===== src/rtl/gelato_pkg.sv =====
// ============================================================================
// Module   : gelato_pkg
// Purpose  : shared gelato types for the warp instruction buffer
// Revision : 1.0
// ============================================================================
`default_nettype none

package gelato_pkg;

    localparam int GELATO_NUM_WARPS = 4;
    localparam int GELATO_WARP_ID_W = $clog2(GELATO_NUM_WARPS);

    typedef logic [GELATO_WARP_ID_W-1:0] warp_id_t;
    typedef logic [31:0]                 addr_t;
    typedef logic [31:0]                 inst_t;

    typedef struct packed {
        addr_t pc;
        inst_t inst;
    } ibuf_entry_t;

endpackage

`default_nettype wire


===== src/rtl/gelato_rr_arbiter.sv =====
// ============================================================================
// Module   : gelato_rr_arbiter
// Purpose  : round-robin grant that holds a stalled grant until accepted
// Revision : 1.0
// ============================================================================
`default_nettype none

module gelato_rr_arbiter #(
    parameter int N = 4
) (
    input  logic                 clk,
    input  logic                 rst_n,
    input  logic                 en,
    input  logic [N-1:0]         req,
    input  logic                 advance,
    input  logic                 flush_valid,
    input  logic [$clog2(N)-1:0] flush_idx,
    output logic                 grant_valid,
    output logic [N-1:0]         grant_oh,
    output logic [$clog2(N)-1:0] grant_idx
);

    localparam int c_iw = $clog2(N);

    logic [c_iw-1:0] r_last;
    logic            r_lock;
    logic [c_iw-1:0] r_lock_idx;

    logic            w_rr_found;
    logic [c_iw-1:0] w_rr_idx;
    logic [c_iw-1:0] w_cand;

    // Search starts one past the last popped warp; i==N wraps back to r_last.
    always_comb begin
        w_rr_found = 1'b0;
        w_rr_idx   = r_last;
        w_cand     = r_last;
        for (int i = 1; i <= N; i++) begin
            w_cand = r_last + c_iw'(i);
            if (!w_rr_found && req[w_cand]) begin
                w_rr_found = 1'b1;
                w_rr_idx   = w_cand;
            end
        end
    end

    always_comb begin
        grant_oh = '0;
        if (r_lock) begin
            grant_idx   = r_lock_idx;
            grant_valid = en && req[r_lock_idx];
        end else begin
            grant_idx   = w_rr_idx;
            grant_valid = en && w_rr_found;
        end
        grant_oh[grant_idx] = grant_valid;
    end

    always_ff @(posedge clk or negedge rst_n) begin
        if (!rst_n) begin
            r_last     <= c_iw'(N - 1);
            r_lock     <= 1'b0;
            r_lock_idx <= '0;
        end else if (en) begin
            if (flush_valid && r_lock && (flush_idx == r_lock_idx)) begin
                r_lock <= 1'b0;
            end else if (grant_valid && advance) begin
                r_last <= grant_idx;
                r_lock <= 1'b0;
            end else if (grant_valid) begin
                r_lock     <= 1'b1;
                r_lock_idx <= grant_idx;
            end
        end
    end

endmodule

`default_nettype wire


===== src/rtl/gelato_ibuffer.sv =====
// ============================================================================
// Module   : gelato_ibuffer
// Purpose  : per-warp instruction FIFOs between fetch and decode
// Revision : 1.0
// ============================================================================
`default_nettype none

module gelato_ibuffer
    import gelato_pkg::*;
#(
    parameter int NUM_WARPS = GELATO_NUM_WARPS,
    parameter int DEPTH     = 2
) (
    input  logic                         clk,
    input  logic                         rst_n,
    input  logic                         rdy,
    input  logic                         fetch_valid,
    output logic                         fetch_ready,
    input  logic [$clog2(NUM_WARPS)-1:0] fetch_warp_id,
    input  logic [31:0]                  fetch_pc,
    input  logic [31:0]                  fetch_inst,
    output logic [NUM_WARPS-1:0]         warp_full,
    output logic                         issue_valid,
    input  logic                         issue_ready,
    output logic [$clog2(NUM_WARPS)-1:0] issue_warp_id,
    output logic [31:0]                  issue_pc,
    output logic [31:0]                  issue_inst,
    input  logic                         flush_valid,
    input  logic [$clog2(NUM_WARPS)-1:0] flush_warp_id
);

    localparam int               c_wid_w = $clog2(NUM_WARPS);
    localparam int               c_ptr_w = $clog2(DEPTH);
    localparam int               c_cnt_w = c_ptr_w + 1;
    localparam logic [c_cnt_w-1:0] c_depth = c_cnt_w'(DEPTH);

    logic [NUM_WARPS-1:0] w_req;
    logic [NUM_WARPS-1:0] w_grant_oh;
    logic [c_wid_w-1:0]   w_grant_idx;
    logic                 w_grant_valid;
    logic                 w_push;
    logic                 w_pop;
    ibuf_entry_t          w_head [NUM_WARPS];
    ibuf_entry_t          w_sel;
    ibuf_entry_t          w_fetch_entry;

    // No bypass: readiness depends only on stored occupancy and the flush.
    assign fetch_ready = rdy && !warp_full[fetch_warp_id]
                         && !(flush_valid && (flush_warp_id == fetch_warp_id));
    assign w_push        = fetch_valid && fetch_ready;
    assign w_pop         = w_grant_valid && issue_ready;
    assign w_fetch_entry = '{pc: fetch_pc, inst: fetch_inst};

    genvar gw;
    generate
        for (gw = 0; gw < NUM_WARPS; gw++) begin : g_warp
            ibuf_entry_t        r_mem [DEPTH];
            logic [c_ptr_w-1:0] r_rd_ptr;
            logic [c_ptr_w-1:0] r_wr_ptr;
            logic [c_cnt_w-1:0] r_count;
            logic               w_flush_hit;
            logic               w_push_w;
            logic               w_pop_w;

            assign w_flush_hit   = flush_valid && (flush_warp_id == c_wid_w'(gw));
            assign w_push_w      = w_push && (fetch_warp_id == c_wid_w'(gw));
            assign w_pop_w       = w_pop && w_grant_oh[gw];
            assign warp_full[gw] = (r_count == c_depth);
            assign w_req[gw]     = (r_count != '0) && !w_flush_hit;
            assign w_head[gw]    = r_mem[r_rd_ptr];

            always_ff @(posedge clk or negedge rst_n) begin
                if (!rst_n) begin
                    r_rd_ptr <= '0;
                    r_wr_ptr <= '0;
                    r_count  <= '0;
                end else if (rdy && w_flush_hit) begin
                    r_rd_ptr <= '0;
                    r_wr_ptr <= '0;
                    r_count  <= '0;
                end else begin
                    if (w_push_w) r_wr_ptr <= r_wr_ptr + 1'b1;
                    if (w_pop_w)  r_rd_ptr <= r_rd_ptr + 1'b1;
                    if (w_push_w && !w_pop_w)      r_count <= r_count + 1'b1;
                    else if (w_pop_w && !w_push_w) r_count <= r_count - 1'b1;
                end
            end

            always_ff @(posedge clk) begin
                if (w_push_w) r_mem[r_wr_ptr] <= w_fetch_entry;
            end
        end
    endgenerate

    gelato_rr_arbiter #(
        .N (NUM_WARPS)
    ) u_arb (
        .clk         (clk),
        .rst_n       (rst_n),
        .en          (rdy),
        .req         (w_req),
        .advance     (issue_ready),
        .flush_valid (flush_valid),
        .flush_idx   (flush_warp_id),
        .grant_valid (w_grant_valid),
        .grant_oh    (w_grant_oh),
        .grant_idx   (w_grant_idx)
    );

    always_comb begin
        w_sel = '0;
        for (int i = 0; i < NUM_WARPS; i++) begin
            if (w_grant_oh[i]) w_sel = w_head[i];
        end
    end

    assign issue_valid   = w_grant_valid;
    assign issue_warp_id = w_grant_idx;
    assign issue_pc      = w_sel.pc;
    assign issue_inst    = w_sel.inst;

endmodule

`default_nettype wire


===== config.mk =====
export PLATFORM = sky130hd
export DESIGN_NAME = gelato_ibuffer
export DESIGN_NICKNAME = d
export VERILOG_FILES = /design/src/rtl/gelato_pkg.sv /design/src/rtl/gelato_rr_arbiter.sv /design/src/rtl/gelato_ibuffer.sv
export SDC_FILE = /design/constraint.sdc
export NUM_CORES = 1
export LEC_CHECK = 0
export ABC_AREA = 1
export CORE_MARGIN = 2
export CORE_UTILIZATION = 59
export CTS_CLUSTER_SIZE = 30
export DETAILED_ROUTE_END_ITERATION = 8
export PLACE_DENSITY = 0.77
export REMOVE_ABC_BUFFERS = 1
export SYNTH_ARGS = -nofsm -noshare
export SYNTH_HDL_FRONTEND = slang
export SYNTH_SLANG_ARGS = --single-unit

===== constraint.sdc =====
create_clock -name clk -period 5.5 [get_ports clk]
set_input_delay 1.65 -clock clk [delete_from_list [all_inputs] [get_ports clk]]
set_output_delay 1.65 -clock clk [all_outputs]
set_load 0.05 [all_outputs]

=== Word level (Yosys, flattened, before mapping) ===
Memories as Yosys holds them, arrays and structs flattened.
Index checks and enable logic that the tools add are counted.

* Memories kept: 4
* Bits in registers: 21
* Word-level logic and storage cells: 208
* Bits in writable memories: 512

* Multiplexer cells: 67
* Bitwise gates (word level): 3
* Reduce and logical (&&, ||, !) cells: 80
* Order comparisons: 8
* Equal/unequal tests: 12
* Add/sub/neg operators: 19

{| class="wikitable"
|+ Memories
! name !! words !! width !! read ports !! clocked after memory_dff !! write ports !! RTL line !! RTL
|-
| g_warp[0].r_mem || 2 || 64 || 1 || 0 || 1 || gelato_ibuffer.sv:57 || <nowiki>ibuf_entry_t r_mem [DEPTH];</nowiki>
|-
| g_warp[1].r_mem || 2 || 64 || 1 || 0 || 1 || gelato_ibuffer.sv:57 ||
|-
| g_warp[2].r_mem || 2 || 64 || 1 || 0 || 1 || gelato_ibuffer.sv:57 ||
|-
| g_warp[3].r_mem || 2 || 64 || 1 || 0 || 1 || gelato_ibuffer.sv:57 ||
|}

{| class="wikitable"
|+ Operators by type and width
! cell !! count
|-
| two-way mux 64 bit || 4
|-
| logical AND 1 bit || 41
|-
| two-way mux 1 bit || 39
|-
| two-way mux 2 bit || 17
|-
| nonzero test 2 bit || 12
|-
| less-than comparator 2 x 3 -> 1 bit (second input constant) || 7
|-
| logical NOT 1 bit || 17
|-
| equality test 2 bit (second input constant) || 8
|-
| nonzero test 3 bit || 5
|-
| binary-select mux 1 bit (select 2 bit) || 6
|-
| adder 2 x 1 -> 2 bit (second input constant) || 5
|-
| adder 1 bit (second input constant) || 8
|-
| subtractor 2 x 1 -> 2 bit (second input constant) || 4
|-
| adder 2 bit (second input constant) || 2
|-
| AND 4 bit || 1
|-
| equality test 2 x 1 -> 1 bit (second input constant) || 2
|-
| equality test 2 bit || 2
|-
| logical NOT 2 bit || 2
|-
| AND reduction 4 bit || 1
|-
| AND reduction 3 bit || 1
|-
| demux 1 bit (select 2 bit) || 1
|-
| >= comparator 2 x 1 -> 1 bit (second input constant) || 1
|-
| inverter 1 bit || 2
|-
| AND reduction 2 bit || 1
|}

=== Depth between registers and ports, before layout ===
* Depth in word-level cells: 27
* Depth in mapped cells: 19
* Mapped depth without buffers: 19

=== Modules after synthesis ===
A second synthesis with hierarchy kept.

* Cell total of the unflattened synthesis: 1,681
* Area, all modules: 21,262.9 µm²

{| class="wikitable"
|+ Modules (own cells, without submodules)
! module !! times used !! area each (µm²) !! seq. area each (µm²) !! cells each
|-
| gelato_ibuffer || 1 || 20,547.2 || 15,775.1 || 1,557
|-
| gelato_rr_arbiter || 1 || 715.7 || 127.6 || 124
|}

=== Worst setup path after synthesis ===
Ideal clock, no wire load.

* Kind: input -> register
* Start point: input fetch_warp_id[1]
* End point: memory g_warp[3].r_mem[0][0] (netlist bit) (enable)
* Setup time: 0.487 ns
* Path buffers: 1
* Stages on the path: 9
* Slack: -0.834 ns
* Data arrival time: 5.847 ns
* Path through: inv_1 nor2_1 a221oi_1 and2_1 clkbuf_1 nand2_1 nor3_1 inv_1 nor2_1

* Cells in the longest elaborated chain, start to end: 9

{| class="wikitable"
|+ Ends and longest elaborated chain
! item !! RTL line !! RTL
|-
| from (decl) || gelato_ibuffer.sv:19 || <nowiki>input logic [$clog2(NUM_WARPS)-1:0] fetch_warp_id,</nowiki>
|-
| binary-select mux 1 bit (select 2 bit) || gelato_ibuffer.sv:48 || <nowiki>assign fetch_ready = rdy && !warp_full[fetch_warp_id]</nowiki>
|-
| two-way mux 1 bit (not written as such) || gelato_ibuffer.sv:48 ||
|-
| logical NOT 1 bit || gelato_ibuffer.sv:48 ||
|-
| logical AND 1 bit || gelato_ibuffer.sv:48 ||
|-
| logical AND 1 bit (*) || gelato_ibuffer.sv:49 || <nowiki>&& !(flush_valid && (flush_warp_id == fetch_warp_id));</nowiki>
|-
| named net fetch_ready || gelato_ibuffer.sv:18 || <nowiki>output logic fetch_ready,</nowiki>
|-
| logical AND 1 bit (*) || gelato_ibuffer.sv:50 || <nowiki>assign w_push = fetch_valid && fetch_ready;</nowiki>
|-
| logical AND 1 bit (*) || gelato_ibuffer.sv:66 || <nowiki>assign w_push_w = w_push && (fetch_warp_id == c_wid_w'(gw));</nowiki>
|-
| two-way mux 1 bit (*) || gelato_ibuffer.sv:90 || <nowiki>if (w_push_w) r_mem[r_wr_ptr] <= w_fetch_entry;</nowiki>
|-
| two-way mux 1 bit (not written as such) (*) || gelato_ibuffer.sv:90 ||
|-
| to (decl) || gelato_ibuffer.sv:57 ||
|}

The timed path passes the listed nets; every way through them passes the cells marked *. The select of a mux whose other input is x is not followed.

=== Worst setup path in the final report ===
* Start point: input flush_warp_id[0]
* End point: output issue_inst[11]

* Cells in the longest elaborated chain, start to end: 26

{| class="wikitable"
|+ Ends and longest elaborated chain
! item !! RTL line !! RTL
|-
| from (decl) || gelato_ibuffer.sv:29 || <nowiki>input logic [$clog2(NUM_WARPS)-1:0] flush_warp_id</nowiki>
|-
| equality test 2 x 1 -> 1 bit (tied with other cells) || gelato_ibuffer.sv:65 || <nowiki>assign w_flush_hit = flush_valid && (flush_warp_id == c_wid_w'(gw));</nowiki>
|-
| logical AND 1 bit || gelato_ibuffer.sv:65 ||
|-
| logical NOT 1 bit || gelato_ibuffer.sv:69 || <nowiki>assign w_req[gw] = (r_count != '0) && !w_flush_hit;</nowiki>
|-
| logical AND 1 bit || gelato_ibuffer.sv:69 ||
|-
| binary-select mux 1 bit (select 2 bit) || gelato_rr_arbiter.sv:40 || <nowiki>if (!w_rr_found && req[w_cand]) begin</nowiki>
|-
| two-way mux 1 bit (not written as such) || gelato_rr_arbiter.sv:40 ||
|-
| two-way mux 1 bit || gelato_rr_arbiter.sv:40 ||
|-
| logical NOT 1 bit || gelato_rr_arbiter.sv:40 ||
|-
| [... 8 more ...] || -- ||
|-
| two-way mux 2 bit || gelato_rr_arbiter.sv:49 || <nowiki>if (r_lock) begin</nowiki>
|-
| less-than comparator 2 x 3 -> 1 bit (not written as such) or >= comparator 2 x 1 -> 1 bit (tied branches) || gelato_rr_arbiter.sv:56 || <nowiki>grant_oh[grant_idx] = grant_valid;</nowiki>
|-
| logical AND 1 bit (not written as such) || gelato_rr_arbiter.sv:56 ||
|-
| two-way mux 1 bit (not written as such) || gelato_rr_arbiter.sv:56 ||
|-
| demux 1 bit (select 2 bit) || -- ||
|-
| AND 4 bit (no source line) (*) || -- ||
|-
| two-way mux 64 bit (3 in a row) || gelato_ibuffer.sv:113 || <nowiki>if (w_grant_oh[i]) w_sel = w_head[i];</nowiki>
|-
| two-way mux 64 bit (*) || gelato_ibuffer.sv:113 ||
|-
| to (decl) || gelato_ibuffer.sv:27 || <nowiki>output logic [31:0] issue_inst,</nowiki>
|}

Every way passes the cells marked *; elsewhere a longest branch is shown, timed or not. The select of a mux whose other input is x is not followed.

==> results <==
==> kinds of logic after synthesis <==
group	after synthesis
flip-flops	533
AO/OA/AOI/OAI	95
buffers and inverters	125
adder cells (fa/ha/maj)	1
AND/OR/NAND/NOR	1053
XOR/XNOR	3
==> power breakdown <==
group,switching [uW],internal (uW)
clock,1460,2160
sequential,96.7,4620
combinational,5460,3640
total,7010,10400
==> worst max-delay path by stage <==
stage                                 from             end  slack, ns  cells past startpoint
after global placement    flush_warp_id[0]    issue_pc[15]      -0.43                     16
after CTS                 flush_warp_id[0]  issue_inst[17]      0.009                     18
after floorplan           flush_warp_id[1]   issue_inst[0]      -1.37                     15
final                     flush_warp_id[0]  issue_inst[11]      -0.03                     21
after global routing      flush_warp_id[0]    issue_pc[30]      -0.12                     21
after detailed placement  flush_warp_id[0]   issue_inst[5]      -0.45                     19
==> routing by layer <==
metal,vias up,track usage,part of all wire
met5,-,0,0.00051
met4,4,0.121,0.033
met3,137,0.0520,0.098
met2,859,0.477,0.48
met1,7258,0.391,0.39
li1,6693,-,-
==> cells in the mapped netlist, types with 3 or more instances <==
cell type | count | area [um^2]
buf_2 | 16 | 80.1
a21oi_1 | 7 | 35.0
nand2_2 | 4 | 25.0
nor3_1 | 5 | 25.0
o211ai_1 | 64 | 480
nor2_1 | 30 | 113
dfrtp_1 | 19 | 475
o21ai_0 | 16 | 80.1
nand4_1 | 74 | 463
nand3_2 | 8 | 80.1
edfxtp_1 | 512 | 15400
inv_2 | 4 | 15.0
clkbuf_1 | 49 | 184
nand2_1 | 830 | 3120
or2_2 | 65 | 407
inv_1 | 35 | 131
o22ai_1 | 3 | 18.8
buf_1 | 13 | 48.8
buf_4 | 6 | 45.0
nand3_1 | 28 | 140
==> through the flow <==
stage / std cells / worst slack, ns / TNS, ns / instance area [um^2]
floorplan: 1724 / -1.37 / -402.49 / 21200
global placement: 2403 / -0.430 / -25.14 / 24800
detailed placement: 2403 / -0.449 / -26.37 / 24800
CTS: 2504 / 0.00924 / 0 / 26700
global route: 2529 / -0.115 / -4.94 / 27300
finish: 2530 / -0.0339 / -0.138 / 27300
==> what timing repair did <==
action                     in CTS  in global routing
setup buffers                   6                 15
resized for setup              30                 87
pin swaps                      12                 64
gates cloned                    2                  9
setup endpoints to repair      64                 64
==> final cells by class <==
cell class / count / area share
clock buffers: 64 / 0.0493
flip-flops and latches: 533 / 0.582
multi-input cells: 1152 / 0.201
diodes: 3 / 0.000275
well taps: 468 / 0.0214
inverters: 39 / 0.00627
repair buffers: 242 / 0.126
clock inverters: 29 / 0.0139
==> flip-flops by register name, summed over array words and instances, names as in the netlist <==
| name | cells |
|---|---|
| u_arb.r_last | 2 |
| g_warp.r_count | 8 |
| g_warp.r_mem | 512 |
| u_arb.r_lock | 1 |
| u_arb.r_lock_idx | 2 |
| g_warp.r_rd_ptr | 4 |
| g_warp.r_wr_ptr | 4 |
==> worst register-to-register path: stages, from the launching register on <==
cell and delay [ns]:
dfstp_2 0.70, xnor2_1 0.28, nand3_4 0.16, nand2_8 0.12, nand2_1 0.06, nand2_1 0.06
nand2_1 0.05, nand2_1 0.07, nand2_2 0.06, nand2_4 0.10, nand2_4 0.07, buf_6 0.11
nor2_4 0.09, buf_12 0.16, buf_6 0.19, nand2_1 0.12, ha_1 0.30, inv_1 0.07
o21ai_0 0.08, o21ai_0 0.17
==> metrics.md <==
| Metric | Value |
|---|---|
| Outcome | finished with violations |
| Violated checks | setup timing |
| Post-layout util | 0.752 |
| Mapped Cells | 1810 |
| Syn avg cell area | approximately 12 um^2 |
| Most common cell after layout, fill and taps aside | nand2_1 |
| Clock slew at reported path FFs | roughly 0.06 ns |
| Synth Area in XOR/XNOR | 0.00157 |
| Worst Hold Depth | 2 |
| Max Cap Viol | 0 |
| Worst Slack Setup Final | -0.0339 ns |
| Setup slack, reg-to-reg | about 2.4 ns |
| HPWL Detailed | between 20000 and 30000 um |
| DR pass1 iterations | 8 |
| Fill cell count | 2136 |
| Adder-cell share of the synthesized area | 0.000580 |
| Die area | 38100 um^2 |
| Starting density of the core | 0.594 |
| Synth Area in Simple Gates | 0.206 |
| Crit-path leading delay family | simple AND/OR/NAND/NOR gates |
| GR Util All Layers | 0.291 |
| Leakage | between 0.01 and 0.015 uW |
| Dominant synthesized flop cell | edfxtp_1 |
| Final WL | ~57000 um |
| Worst reg2reg path startpoint | u_arb.r_last[0] |
| DR iter-0 viols | 1797 |
| Cells on worst reg2reg path | 19 |
| # IOs | approximately 150 |
| Clk sinks | roughly 530 |
| Via Count | 15000 |
| Sequential area share after synthesis | 0.737 |
| Max Clk Rate | about 0.18 GHz |
| GR Overflow Total | 0 |
| Drt wl/cell | approximately 22 um |
| Layout area overhead | 26.6% |
| Sequential Area | between 15000 and 20000 um^2 |
| CTS Root Cell | clkbuf_16 |
| Vias per cell | a little under 6 |
| Minimum clock period | approximately 5.5 ns |
| Pwr dens | 638 nW/um^2 |
| CTS Buffer Depth | 3 |
| Placer Congestion | between 0.8 and 0.9 |
| Htree depth | 2 |
| Die X-Extent | 195 um |
| Worst Path Buf+Inv | 6 |
| Post-synth EDFFs | 512 |
| Data required, critical path | between 3 and 4 ns |
| Slew @ Worst Pin | 1.06 ns |
| Post-synthesis compound-gate area fraction | 0.0301 |
| Die height | roughly 200 um |
| Count of cell types in the netlist | 36 |
| Crit Path Category | in -> out |
| Max IR drop VDD | about 0.56 mV |
| Overall Power | ~17000 uW |
| Multi-input gate area | 5490 um^2 |
| Crit Path Max Fanout | 8 |
| Relative slew slack | 0.293 |
| Largest net degree at the start of global routing | 67 |
| Warnings, synthesis | 0 |
| Setup crit start kind | input port |
| Clock latency on the worst-skew pair | ~0.58 ns |
| CORE AREA | between 30000 and 40000 um^2 |
| Commonest non-fill, non-tap cells in the layout | 795 x nand2_1, 512 x edfxtp_1, 96 x buf_12, 74 x nand4_1, 74 x clkdlybuf4s50_1 |
| Fraction of layout cells with a size suffix above 1 | 0.192 |
| Mapped Area | about 22000 um^2 |
| Largest family of logic cells by synthesized area | simple AND/OR/NAND/NOR gates |
| CP max stage cell | nor3_4 |
| Crit Reg-Reg Endpoint | g_warp[3].r_count[1] |
| Pins Over Slew Limit | 0 |
| RSZ-0062 raised after global routing | yes |
| Hold Path Origin | g_warp[3].r_count[1] |
| Hold Path End | g_warp[3].r_count[1] |
| Post-Route Skew | slightly below 0.02 ns |
| # rows | 70 |
| DRC | 0 |
| Critical Path AT | about 3.9 ns |
| Number of global-route vias before repair | around 15000 |
| Nets | between 2000 and 2500 |
| HP Class | reg -> reg |
| Post-CTS Hold Buffers | 0 |
| Worst path max stage delay | approximately 0.2 ns |
| CTS buffer count | 51 |
| #FFs+latches synth | approximately 530 |
| Initial antenna violation count | 6 |
| Setup Viol. Count Final | 13 |
| Final hold viol count | 0 |
| CTS tree | built |
| CP Cell Sequence | buf_12, clkinv_8, nand3_4, nand3_4, nand3_4, nand2_8, nand2_2, nand2_2, nand2_1, nand2_1, nand2_1, nand2_2, nand2_2, nand2_4, nor3_4, buf_6, clkbuf_16, buf_12, nand2_1, nand4_1, buf_12 |
| Mux contribution to synthesized area | 0 |
| Fin crit share | 1.01 |
| PortBufs | around 150 |
| First-pass GRT wire length | ~84000 um |
| CP endpoint kind | output pin |
| Hold WS | between 0.5 and 0.6 ns |
| Post-synth ARST share | 0.0394 |
| Antenna Violating Nets Remaining | 0 |
No activity file was read; power rests on OpenSTA's default activity.
